$ cat config.mk
export PLATFORM = sky130hd
export DESIGN_NAME = mem_pattern_tester
export DESIGN_NICKNAME = d
export VERILOG_FILES = /design/src/rtl/mem_tester_pkg.sv /design/src/rtl/mem_pattern_gen.sv /design/src/rtl/mem_pattern_tester.sv
export SDC_FILE = /design/constraint.sdc
export NUM_CORES = 1
export LEC_CHECK = 0
export BUFFER_PORTS_ARGS = -buffer_cell sky130_fd_sc_hd__buf_2
export CAP_MARGIN = 5
export CORE_ASPECT_RATIO = 0.9
export CORE_MARGIN = 4
export CORE_UTILIZATION = 30
export CTS_BUF_LIST = sky130_fd_sc_hd__clkbuf_4 sky130_fd_sc_hd__clkbuf_8 sky130_fd_sc_hd__clkbuf_16
export DETAILED_ROUTE_END_ITERATION = 8
export GPL_TIMING_DRIVEN = 0
export SLEW_MARGIN = 20
export SYNTH_ARGS = -nofsm -noshare
export SYNTH_HDL_FRONTEND = slang
export SYNTH_SLANG_ARGS = --single-unit
export TNS_END_PERCENT = 5
$ cat constraint.sdc
create_clock -name clk -period 6.7 [get_ports clk]
set_input_delay 0.335 -clock clk [delete_from_list [all_inputs] [get_ports clk]]
set_output_delay 0.335 -clock clk [all_outputs]
set_load 0.01 [all_outputs]
$ cat src/rtl/mem_tester_pkg.sv
// Shared definitions for the SRAM soak tester: pattern modes, FSM encoding
// and the 20-bit LFSR used to generate pseudo-random data.
package mem_tester_pkg;

  localparam int LFSR_W = 20;
  // Feedback from bits 19 and 16 (x^20 + x^17 + 1).
  localparam logic [LFSR_W-1:0] LFSR_TAPS = 20'h90000;

  localparam logic [1:0] PAT_LFSR  = 2'd0;
  localparam logic [1:0] PAT_ADDR  = 2'd1;
  localparam logic [1:0] PAT_CHECK = 2'd2;
  localparam logic [1:0] PAT_WALK1 = 2'd3;

  typedef enum logic [2:0] {
    ST_IDLE     = 3'd0,
    ST_WR_START = 3'd1,
    ST_WR_WAIT  = 3'd2,
    ST_RD_START = 3'd3,
    ST_RD_WAIT  = 3'd4,
    ST_PASS_END = 3'd5,
    ST_HALT     = 3'd6
  } state_t;

  function automatic logic [LFSR_W-1:0] lfsr_next(input logic [LFSR_W-1:0] s);
    return {s[LFSR_W-2:0], ^(s & LFSR_TAPS)};
  endfunction

endpackage

$ cat src/rtl/mem_pattern_gen.sv
// Data pattern generator shared by the write and compare phases: an LFSR
// that steps once per transferred word, plus the per-mode pattern mux.
module mem_pattern_gen
  import mem_tester_pkg::*;
#(
  parameter int                DATA_W    = 8,
  parameter int                ADDR_W    = 19,
  parameter logic [LFSR_W-1:0] LFSR_SEED = 20'h1
) (
  input  logic              clk,
  input  logic              rst_n,
  input  logic              load,
  input  logic              step,
  input  logic [1:0]        mode,
  input  logic              inv,
  input  logic [ADDR_W-1:0] idx,
  output logic [DATA_W-1:0] data
);

  logic [LFSR_W-1:0] lfsr_q, lfsr_d;
  logic [DATA_W-1:0] raw;

  always_comb begin
    lfsr_d = lfsr_q;
    if (load) begin
      lfsr_d = LFSR_SEED;
    end else if (step) begin
      lfsr_d = lfsr_next(lfsr_q);
    end
  end

  always_ff @(posedge clk or negedge rst_n) begin
    if (!rst_n) begin
      lfsr_q <= LFSR_SEED;
    end else begin
      lfsr_q <= lfsr_d;
    end
  end

  always_comb begin
    raw = '0;
    case (mode)
      PAT_LFSR:  raw = DATA_W'(lfsr_q);
      PAT_ADDR:  raw = DATA_W'(idx);
      PAT_CHECK: begin
        // Even words give 0xAA.., odd words 0x55..; an odd top bit stays 0.
        for (int i = 0; i < (DATA_W / 2) * 2; i++) begin
          raw[i] = (i % 2 == 0) ? idx[0] : ~idx[0];
        end
      end
      default:   raw = DATA_W'(1) << (int'(idx) % DATA_W);
    endcase
  end

  assign data = raw ^ {DATA_W{inv}};

endmodule

$ cat src/rtl/mem_pattern_tester.sv
// SRAM soak tester: endlessly fills the array with a pattern and reads it
// back, counting mismatches, capturing the first one and counting passes.
module mem_pattern_tester
  import mem_tester_pkg::*;
#(
  parameter int                DATA_W    = 8,
  parameter int                ADDR_W    = 19,
  parameter int                ERRCNT_W  = 16,
  parameter int                PASSCNT_W = 16,
  parameter logic [LFSR_W-1:0] LFSR_SEED = 20'h1
) (
  input  logic                 clk,
  input  logic                 rst_n,
  input  logic                 run,
  input  logic [1:0]           mode,
  input  logic                 invert_odd,
  input  logic                 stop_on_err,
  input  logic                 clr,
  output logic                 sram_start,
  output logic                 sram_rnw,
  input  logic                 sram_stop,
  input  logic                 sram_ready,
  output logic [DATA_W-1:0]    sram_wdat,
  input  logic [DATA_W-1:0]    sram_rdat,
  output logic                 busy,
  output logic                 halted,
  output logic [ERRCNT_W-1:0]  err_cnt,
  output logic [PASSCNT_W-1:0] pass_cnt,
  output logic [ADDR_W-1:0]    err_addr,
  output logic [DATA_W-1:0]    err_exp,
  output logic [DATA_W-1:0]    err_got,
  output logic                 led,
  output logic [2:0]           dbg_state
);

  // Controller handshake: sram_start is a one-cycle request qualified by
  // sram_rnw; each sram_ready transfers exactly one word (write accepted or
  // read data valid on sram_rdat in that cycle) and sram_stop marks the last.

  state_t state_q, state_d;

  logic [ADDR_W-1:0]    idx_q, idx_d;
  logic [1:0]           mode_q, mode_d;
  logic                 inv_q, inv_d;
  logic                 parity_q, parity_d;
  logic                 mis_q, mis_d;
  logic [ADDR_W-1:0]    mis_idx_q, mis_idx_d;
  logic [DATA_W-1:0]    mis_exp_q, mis_exp_d;
  logic [DATA_W-1:0]    mis_got_q, mis_got_d;
  logic [ERRCNT_W-1:0]  err_cnt_q, err_cnt_d;
  logic [PASSCNT_W-1:0] pass_cnt_q, pass_cnt_d;
  logic [ADDR_W-1:0]    err_addr_q, err_addr_d;
  logic [DATA_W-1:0]    err_exp_q, err_exp_d;
  logic [DATA_W-1:0]    err_got_q, err_got_d;
  logic                 led_q, led_d;

  logic              in_start;
  logic              wr_phase;
  logic              xfer;
  logic              rd_xfer;
  logic              halt_req;
  logic [DATA_W-1:0] gen_data;

  assign in_start = (state_q == ST_WR_START) || (state_q == ST_RD_START);
  assign wr_phase = (state_q == ST_WR_START) || (state_q == ST_WR_WAIT);
  assign xfer     = sram_ready && ((state_q == ST_WR_WAIT) || (state_q == ST_RD_WAIT));
  assign rd_xfer  = sram_ready && (state_q == ST_RD_WAIT);
  assign halt_req = mis_q && stop_on_err && !clr;

  mem_pattern_gen #(
    .DATA_W   (DATA_W),
    .ADDR_W   (ADDR_W),
    .LFSR_SEED(LFSR_SEED)
  ) u_gen (
    .clk  (clk),
    .rst_n(rst_n),
    .load (in_start),
    .step (xfer),
    .mode (mode_q),
    .inv  (inv_q && parity_q),
    .idx  (idx_q),
    .data (gen_data)
  );

  always_comb begin
    state_d = state_q;
    case (state_q)
      ST_IDLE:     if (run) state_d = ST_WR_START;
      ST_WR_START: state_d = ST_WR_WAIT;
      ST_WR_WAIT:  if (sram_stop) state_d = ST_RD_START;
      ST_RD_START: state_d = ST_RD_WAIT;
      ST_RD_WAIT: begin
        if (halt_req) state_d = ST_HALT;
        else if (sram_stop) state_d = ST_PASS_END;
      end
      // A mismatch on the final word is only registered here.
      ST_PASS_END: begin
        if (halt_req) state_d = ST_HALT;
        else if (run) state_d = ST_WR_START;
        else state_d = ST_IDLE;
      end
      ST_HALT:     if (clr) state_d = ST_IDLE;
      default:     state_d = ST_IDLE;
    endcase
  end

  always_comb begin
    idx_d      = idx_q;
    mode_d     = mode_q;
    inv_d      = inv_q;
    parity_d   = parity_q;
    mis_d      = 1'b0;
    mis_idx_d  = mis_idx_q;
    mis_exp_d  = mis_exp_q;
    mis_got_d  = mis_got_q;
    err_cnt_d  = err_cnt_q;
    pass_cnt_d = pass_cnt_q;
    err_addr_d = err_addr_q;
    err_exp_d  = err_exp_q;
    err_got_d  = err_got_q;
    led_d      = led_q;

    if (in_start) begin
      idx_d = '0;
    end else if (xfer) begin
      idx_d = idx_q + ADDR_W'(1);
    end

    if (state_q == ST_WR_START) begin
      mode_d = mode;
      inv_d  = invert_odd;
    end

    if (rd_xfer) begin
      mis_d     = (sram_rdat != gen_data);
      mis_idx_d = idx_q;
      mis_exp_d = gen_data;
      mis_got_d = sram_rdat;
    end

    if (state_q == ST_PASS_END) begin
      parity_d   = ~parity_q;
      pass_cnt_d = pass_cnt_q + PASSCNT_W'(1);
      led_d      = ~led_q;
    end

    // Counter and capture act one cycle after the compare.
    if (mis_q) begin
      if (err_cnt_q != '1) err_cnt_d = err_cnt_q + ERRCNT_W'(1);
      if (err_cnt_q == '0) begin
        err_addr_d = mis_idx_q;
        err_exp_d  = mis_exp_q;
        err_got_d  = mis_got_q;
      end
    end

    if (clr) begin
      mis_d      = 1'b0;
      err_cnt_d  = '0;
      pass_cnt_d = '0;
      err_addr_d = '0;
      err_exp_d  = '0;
      err_got_d  = '0;
      led_d      = 1'b0;
    end
  end

  always_ff @(posedge clk or negedge rst_n) begin
    if (!rst_n) begin
      state_q    <= ST_IDLE;
      idx_q      <= '0;
      mode_q     <= PAT_LFSR;
      inv_q      <= 1'b0;
      parity_q   <= 1'b0;
      mis_q      <= 1'b0;
      mis_idx_q  <= '0;
      mis_exp_q  <= '0;
      mis_got_q  <= '0;
      err_cnt_q  <= '0;
      pass_cnt_q <= '0;
      err_addr_q <= '0;
      err_exp_q  <= '0;
      err_got_q  <= '0;
      led_q      <= 1'b0;
    end else begin
      state_q    <= state_d;
      idx_q      <= idx_d;
      mode_q     <= mode_d;
      inv_q      <= inv_d;
      parity_q   <= parity_d;
      mis_q      <= mis_d;
      mis_idx_q  <= mis_idx_d;
      mis_exp_q  <= mis_exp_d;
      mis_got_q  <= mis_got_d;
      err_cnt_q  <= err_cnt_d;
      pass_cnt_q <= pass_cnt_d;
      err_addr_q <= err_addr_d;
      err_exp_q  <= err_exp_d;
      err_got_q  <= err_got_d;
      led_q      <= led_d;
    end
  end

  assign sram_start = in_start;
  assign sram_rnw   = (state_q == ST_RD_START) || (state_q == ST_RD_WAIT);
  // Write data is driven only during the write phase so idle outputs read 0.
  assign sram_wdat  = wr_phase ? gen_data : '0;
  assign busy       = (state_q != ST_IDLE) && (state_q != ST_HALT);
  assign halted     = (state_q == ST_HALT);
  assign err_cnt    = err_cnt_q;
  assign pass_cnt   = pass_cnt_q;
  assign err_addr   = err_addr_q;
  assign err_exp    = err_exp_q;
  assign err_got    = err_got_q;
  assign led        = led_q || (err_cnt_q != '0);
  assign dbg_state  = state_q;

endmodule

[Yosys cells after proc, flatten, opt, wreduce, memory -nomap -nowiden]
Cells that the tools add are included.
Cells by class
  add/sub/neg operators: 3
  equal/unequal tests: 15
  shift-type cells: 1
  mux-type cells: 32
  bitwise gates (word level): 4
  reduce and logical (&&, ||, !) cells: 26
Operators with widths (count)
  $mux W19: 5
  $mux W16: 5
  $mux W8: 7
  $mux W20: 2
  $add A16 B1 Y16 const B: 2
  $pmux W8 S3: 1
  $pmux W3 S7: 1
  $reduce_xor A20 Y1: 1
  $add A19 B1 Y19 const B: 1
  $mux W3: 6
  $logic_not A16 Y1: 1
  $ne A16 B16 Y1 const B: 1
  $reduce_bool A16 Y1: 1
  $reduce_bool A2 Y1: 5
  $eq A3 B3 Y1 const B: 3
  $ne A8 B8 Y1: 1
  $shl A1 B3 Y8 const A: 1
  $xor A8 B8 Y8: 1
  $eq A3 B2 Y1 const B: 2
  $logic_and A1 B1 Y1: 6
  $ne A2 B2 Y1 const B: 3
  $ne A3 B3 Y1 const B: 2
  $logic_or A1 B1 Y1: 5
  $mux W1: 5
  other kinds (10): 13
Storage, ports and cells
  flip-flop bits (word level): 150
  output and inout bits: 83

[Longest topological paths before layout]
  depth in word-level cells: 6
  depth in mapped cells: 10

[Cells and area by module]
A second synthesis with hierarchy kept.
Second synthesis, totals
  cell total of the unflattened synthesis: 627
  area total of the unflattened synthesis: 7090.6 sq um
Modules (own cells, without submodules)
  mem_pattern_tester: instances 1, cells an instance 517, area each 5923.2 sq um
  mem_pattern_gen: instances 1, cells an instance 110, area each 1167.4 sq um

[Worst setup path after synthesis]
No wires, ideal clock.
  path kind: register to register
  start point: register idx_q[0]
  end point: register mis_q
  setup time: 129 ps
  arrival time: 2119 ps
  data required time: 6571 ps
  path slack: 4452 ps
  stages on the path, launching flop included: 8
  buffers on the path: 0
  clock period less this slack: 2248 ps
  cell sequence: dfrtp_1 -> ha_1 -> ha_1 -> mux4_2 -> xor2_1 -> a2111o_1 -> a2bb2oi_1 -> a31oi_1
Between the ends
  word-level cells in the longest chain between the ends: 6
RTL lines
  start, declared: line mem_pattern_tester.sv:42  | logic [ADDR_W-1:0] idx_q, idx_d;
  start signal, assigned: line mem_pattern_tester.sv:187  | idx_q <= idx_d;
  $shl A1 B3 Y8 or $not A1 Y1 (tied branches)
  $pmux W8 S3 *: line mem_pattern_gen.sv:42  | case (mode)
  $xor A8 B8 Y8 *: line mem_pattern_gen.sv:55  | assign data = raw ^ {DATA_W{inv}};
  $ne A8 B8 Y1 *: line mem_pattern_tester.sv:135  | mis_d = (sram_rdat != gen_data);
  $mux W1 *: line mem_pattern_tester.sv:134  | if (rd_xfer) begin
  $mux W1 *: line mem_pattern_tester.sv:157  | if (clr) begin
  named net mis_d: line mem_pattern_tester.sv:46  | logic mis_q, mis_d;
  end signal, assigned: line mem_pattern_tester.sv:191  | mis_q <= mis_d;
  end, declared: line mem_pattern_tester.sv:46
Mark *: on every way through the listed nets, which the timed path passes. The rest lies on a longest branch.
A chain may end at the register's enable or synchronous reset.

[Final worst setup path]
  start point: register idx_q[0]
  end point: output port sram_wdat[7]
Between the ends
  word-level cells in the longest chain between the ends: 4
RTL lines
  $shl A1 B3 Y8 or $not A1 Y1 (tied branches)
  $pmux W8 S3 *: line mem_pattern_gen.sv:42
  $xor A8 B8 Y8 *: line mem_pattern_gen.sv:55
  $mux W8 *: line mem_pattern_tester.sv:207  | assign sram_wdat = wr_phase ? gen_data : '0;
  end, declared: line mem_pattern_tester.sv:23  | output logic [DATA_W-1:0] sram_wdat,
Every way passes the cells marked *; elsewhere a longest branch is shown, timed or not.

==> flow_metrics.py <==
metrics = {
    "global_routing": {
        "grt_usage_pct": 13.7,
        "grt_util_met2_pct": 20.0,
        "antenna_found_initial": 0,
        "use_met1_pct": 20.1,
        "busiest_layer": "met1",
        "grt_overflow": 0,
        "grtUsageMet3_pct": 2.64,
        "grt_pass1_vias": 5170,
        "grt_pass1_wl_um": 28400,
        "grt_max_degree": 80,
    },
    "worst_setup_path": {
        "r2r-end": "mis_q",
        "required_ns": 6.36,
        "crit_type": "flop to output pin",
        "ff2ff_path_depth": 7,
        "cp_slowest_cell": "mux4_2",
        "path_cells": "ha_1 -> ha_1 -> mux4_2 -> xnor2_1 -> nor2_1 -> buf_2",
        "critPathMaxFanout": 10,
        "end_kind": "output pin",
        "arrival_ns": 2.46,
        "worst_path_largest_cell_delay_ns": 0.51,
        "crit_top_cell": "ha_1",
        "ff2ff_setup_slack_ns": 4.15,
        "crit_path_start_kind": "flop",
        "reg2reg_from": "idx_q[0]",
    },
    "timing": {
        "finalClockSkew_ns": 0.00857,
        "finalSetupViolations": 0,
        "fmax_ghz": 0.358,
        "finalSetupTns_ns": 0,
        "drv_slew": 0,
        "worst_hold_slack_ns": 0.170,
        "rsz0062_at_grt": "no",
        "period_needed_ns": 2.80,
        "hold_violations": 0,
        "slew_headroom_pct": 55.4,
        "min_period_over_period_pct": 41.7,
        "worstMarginPinSlew_ns": 0.670,
    },
    "placement": {
        "dp_hpwl_um": 12400,
        "numPortBuffers": 99,
        "routabilityCongestion": 0.818,
        "dp_cells": 1069,
    },
    "cts": {
        "cts.sinks": 150,
        "clock_latency_ns": 0.42,
        "clk_pin_slew_ns": 0.06,
        "cts.htree.levels": 4,
        "cts_tree": "done",
        "ctsResizeCount": 0,
        "cts_max_path_buffers": 2,
        "cts_buffers": 17,
        "clk_root_buffer_cell": "clkbuf_16",
    },
    "run": {
        "cap_violations": 0,
    },
    "synth": {
        "synth_area_mm2": 0.00706,
        "yosysSeqAreaShare_pct": 53.2,
        "synthDistinctLibCells": 53,
        "synth_edf_count": 0,
        "ys_seq_elements": 150,
        "synth_nets": 699,
        "synth-async-reset-ratio_pct": 100,
        "synth.avg_cell_area_um2": 10.5,
        "synthCells": 672,
        "yosys_warnings": 0,
        "synthFlopType": "dfrtp_1",
    },
    "cells_and_area": {
        "diodes": 0,
        "layoutNonFillerInstCount": 1102,
        "nets": 819,
        "drive_gt1_share_pct": 23.9,
        "synthToLayoutAreaGrowth_pct": 21.7,
    },
    "route": {
        "vias_per_cell": 4.75,
        "first_iter_violations": 374,
        "vias": 5233,
        "drt-pass1-iter-count": 4,
        "drtAntennaViolNets": 0,
        "post_drt_wl_per_cell_um": 15.9,
        "wl_um": 17500,
        "drc": 0,
    },
    "die": {
        "die_area_mm2": 0.0261,
        "ios": 101,
        "rows": 52,
        "die_x_um": 170,
        "design.core.area_mm2": 0.0228,
        "die_h_um": 154,
        "start_util_pct": 30.9,
    },
    "hold_path": {
        "hp-class": "input pin to flop",
        "hold_start": "mode[0]",
        "holdPathEnd": "mode_q[0]",
        "min_path_cells": 2,
    },
    "pwr": {
        "power_density_mw_per_mm2": 346,
        "leakage_nw": 4.42,
        "vdd_drop_max_mv": 0.135,
    },
    "outcome": {
        "status": "complete, no violations",
    },
}
## worst max path at each step
| stage | startpoint | to | slack, ns | cells past startpoint |
|---|---|---|---|---|
| 3_5_place_dp | dbg_state[0] | mis_idx_q[7] | 4.11 | 5 |
| 5_1_grt | idx_q[0] | sram_wdat[7] | 3.79 | 6 |
| 3_3_place_gp | rst_n | err_addr[10] | 2.94 | 1 |
| 6_report | idx_q[0] | sram_wdat[7] | 3.90 | 6 |
| 2_1_floorplan | idx_q[0] | mis_q | 4.45 | 7 |
| 4_1_cts | idx_q[0] | sram_wdat[7] | 3.88 | 6 |
## cell usage in the layout, fill, tap and decap left out, types with 17 or more instances in the layout
cell / n
clkbuf_16: 17
nand2_1: 61
clkbuf_1: 24
nor2_1: 103
buf_2: 107
xor2_1: 33
nand3_1: 41
xnor2_1: 26
mux2i_1: 37
dfrtp_1: 149
mux2_2: 35
## cells in the mapped netlist (5+ instances only)
master | number | area [um2]
ha_1 | 9 | 113
xor2_1 | 33 | 289
nand2_1 | 61 | 229
inv_1 | 9 | 33.8
and2_1 | 6 | 37.5
nand2b_1 | 7 | 43.8
mux2i_1 | 37 | 370
clkbuf_1 | 24 | 90.1
nand3_1 | 41 | 205
nor3_1 | 5 | 25.0
dfrtp_1 | 149 | 3730
a21oi_1 | 16 | 80.1
o21ai_0 | 8 | 40.0
xnor2_1 | 26 | 228
nor2_1 | 103 | 387
mux2_2 | 35 | 394
o22ai_1 | 6 | 37.5
and3_1 | 16 | 100
buf_2 | 9 | 45.0
nand4_1 | 13 | 81.3
## layer usage
layer	part of all wire (%)	wire length, um
met5	0	0
met4	1.5	263
met3	5.3	923
met2	44	7770
met1	49	8510
## stage by stage
step	setup slack, ns	instance area [um2]	utilization (%)	total power, mW
5_1_grt	3.79	8590	37.6	3.15
6_report	3.90	8590	37.6	2.97
3_5_place_dp	4.11	7970	34.9	1.98
4_1_cts	3.88	8590	37.6	3.00
3_3_place_gp	2.94	7930	34.7	1.97
2_1_floorplan	4.45	7060	-	1.69
## critical path: cells and delay by family (launching register included)
kind / cells / cell delay, ns
simple gates: 1 / 0.09
mux: 1 / 0.51
buf+inv: 1 / 0.17
fa+ha+maj: 2 / 0.51
xor+xnor: 1 / 0.26
flops: 1 / 0.50
## flip-flops by register name, indices dropped and copies added (netlist names)
register and cells:
mode_q 2, err_got 8, mis_idx_q 19, err_exp 8
dbg_state 3, mis_q 1, u_gen.lfsr_q 20, parity_q 1
err_cnt 16, mis_got_q 8, mis_exp_q 8, inv_q 1
err_addr 19, idx_q 19, led_q 1, pass_cnt 16
## timing repair
item,4_1_cts,5_1_grt
endpoints found under the setup margin,0,0
setup buffers,0,0
endpoints found under the hold margin,71,0
hold buffers,1,0
## power breakdown
| group | leakage [nW] | total (mW) | internal [mW] | switching, mW |
|---|---|---|---|---|
| registers | 2.04 | 1.10 | 1.02 | 0.0838 |
| logic | 2.08 | 0.861 | 0.335 | 0.526 |
| clock network | 0.303 | 1.01 | 0.606 | 0.402 |
| total | 4.42 | 2.97 | 1.96 | 1.01 |
## final cells by class
class                           instances  area (um2)
Clock buffer                           19         447
Clock inverter                         13         169
Inverter                               11        41.3
Timing Repair Buffer                  101         543
Buffer                                 40         174
Tap cell                              297         372
Fill cell                            2286       14200
Multi-Input combinational cell        471        3090
Sequential cell                       150        3750
## kinds of logic (layout without fill, tap and decap cells)
logic type / Yosys count / in the layout / share of synthesized area [%]
adder cells (fa/ha/maj): 9 / 9 / 1.59
flip-flops: 150 / 150 / 53.2
AO/OA/AOI/OAI: 51 / 51 / 5.14
XOR/XNOR: 59 / 59 / 7.32
buffers and inverters: 51 / 184 / 3.05
multiplexers: 74 / 74 / 11.5
AND/OR/NAND/NOR: 278 / 278 / 18.3
No activity file was read; power rests on OpenSTA's default activity.
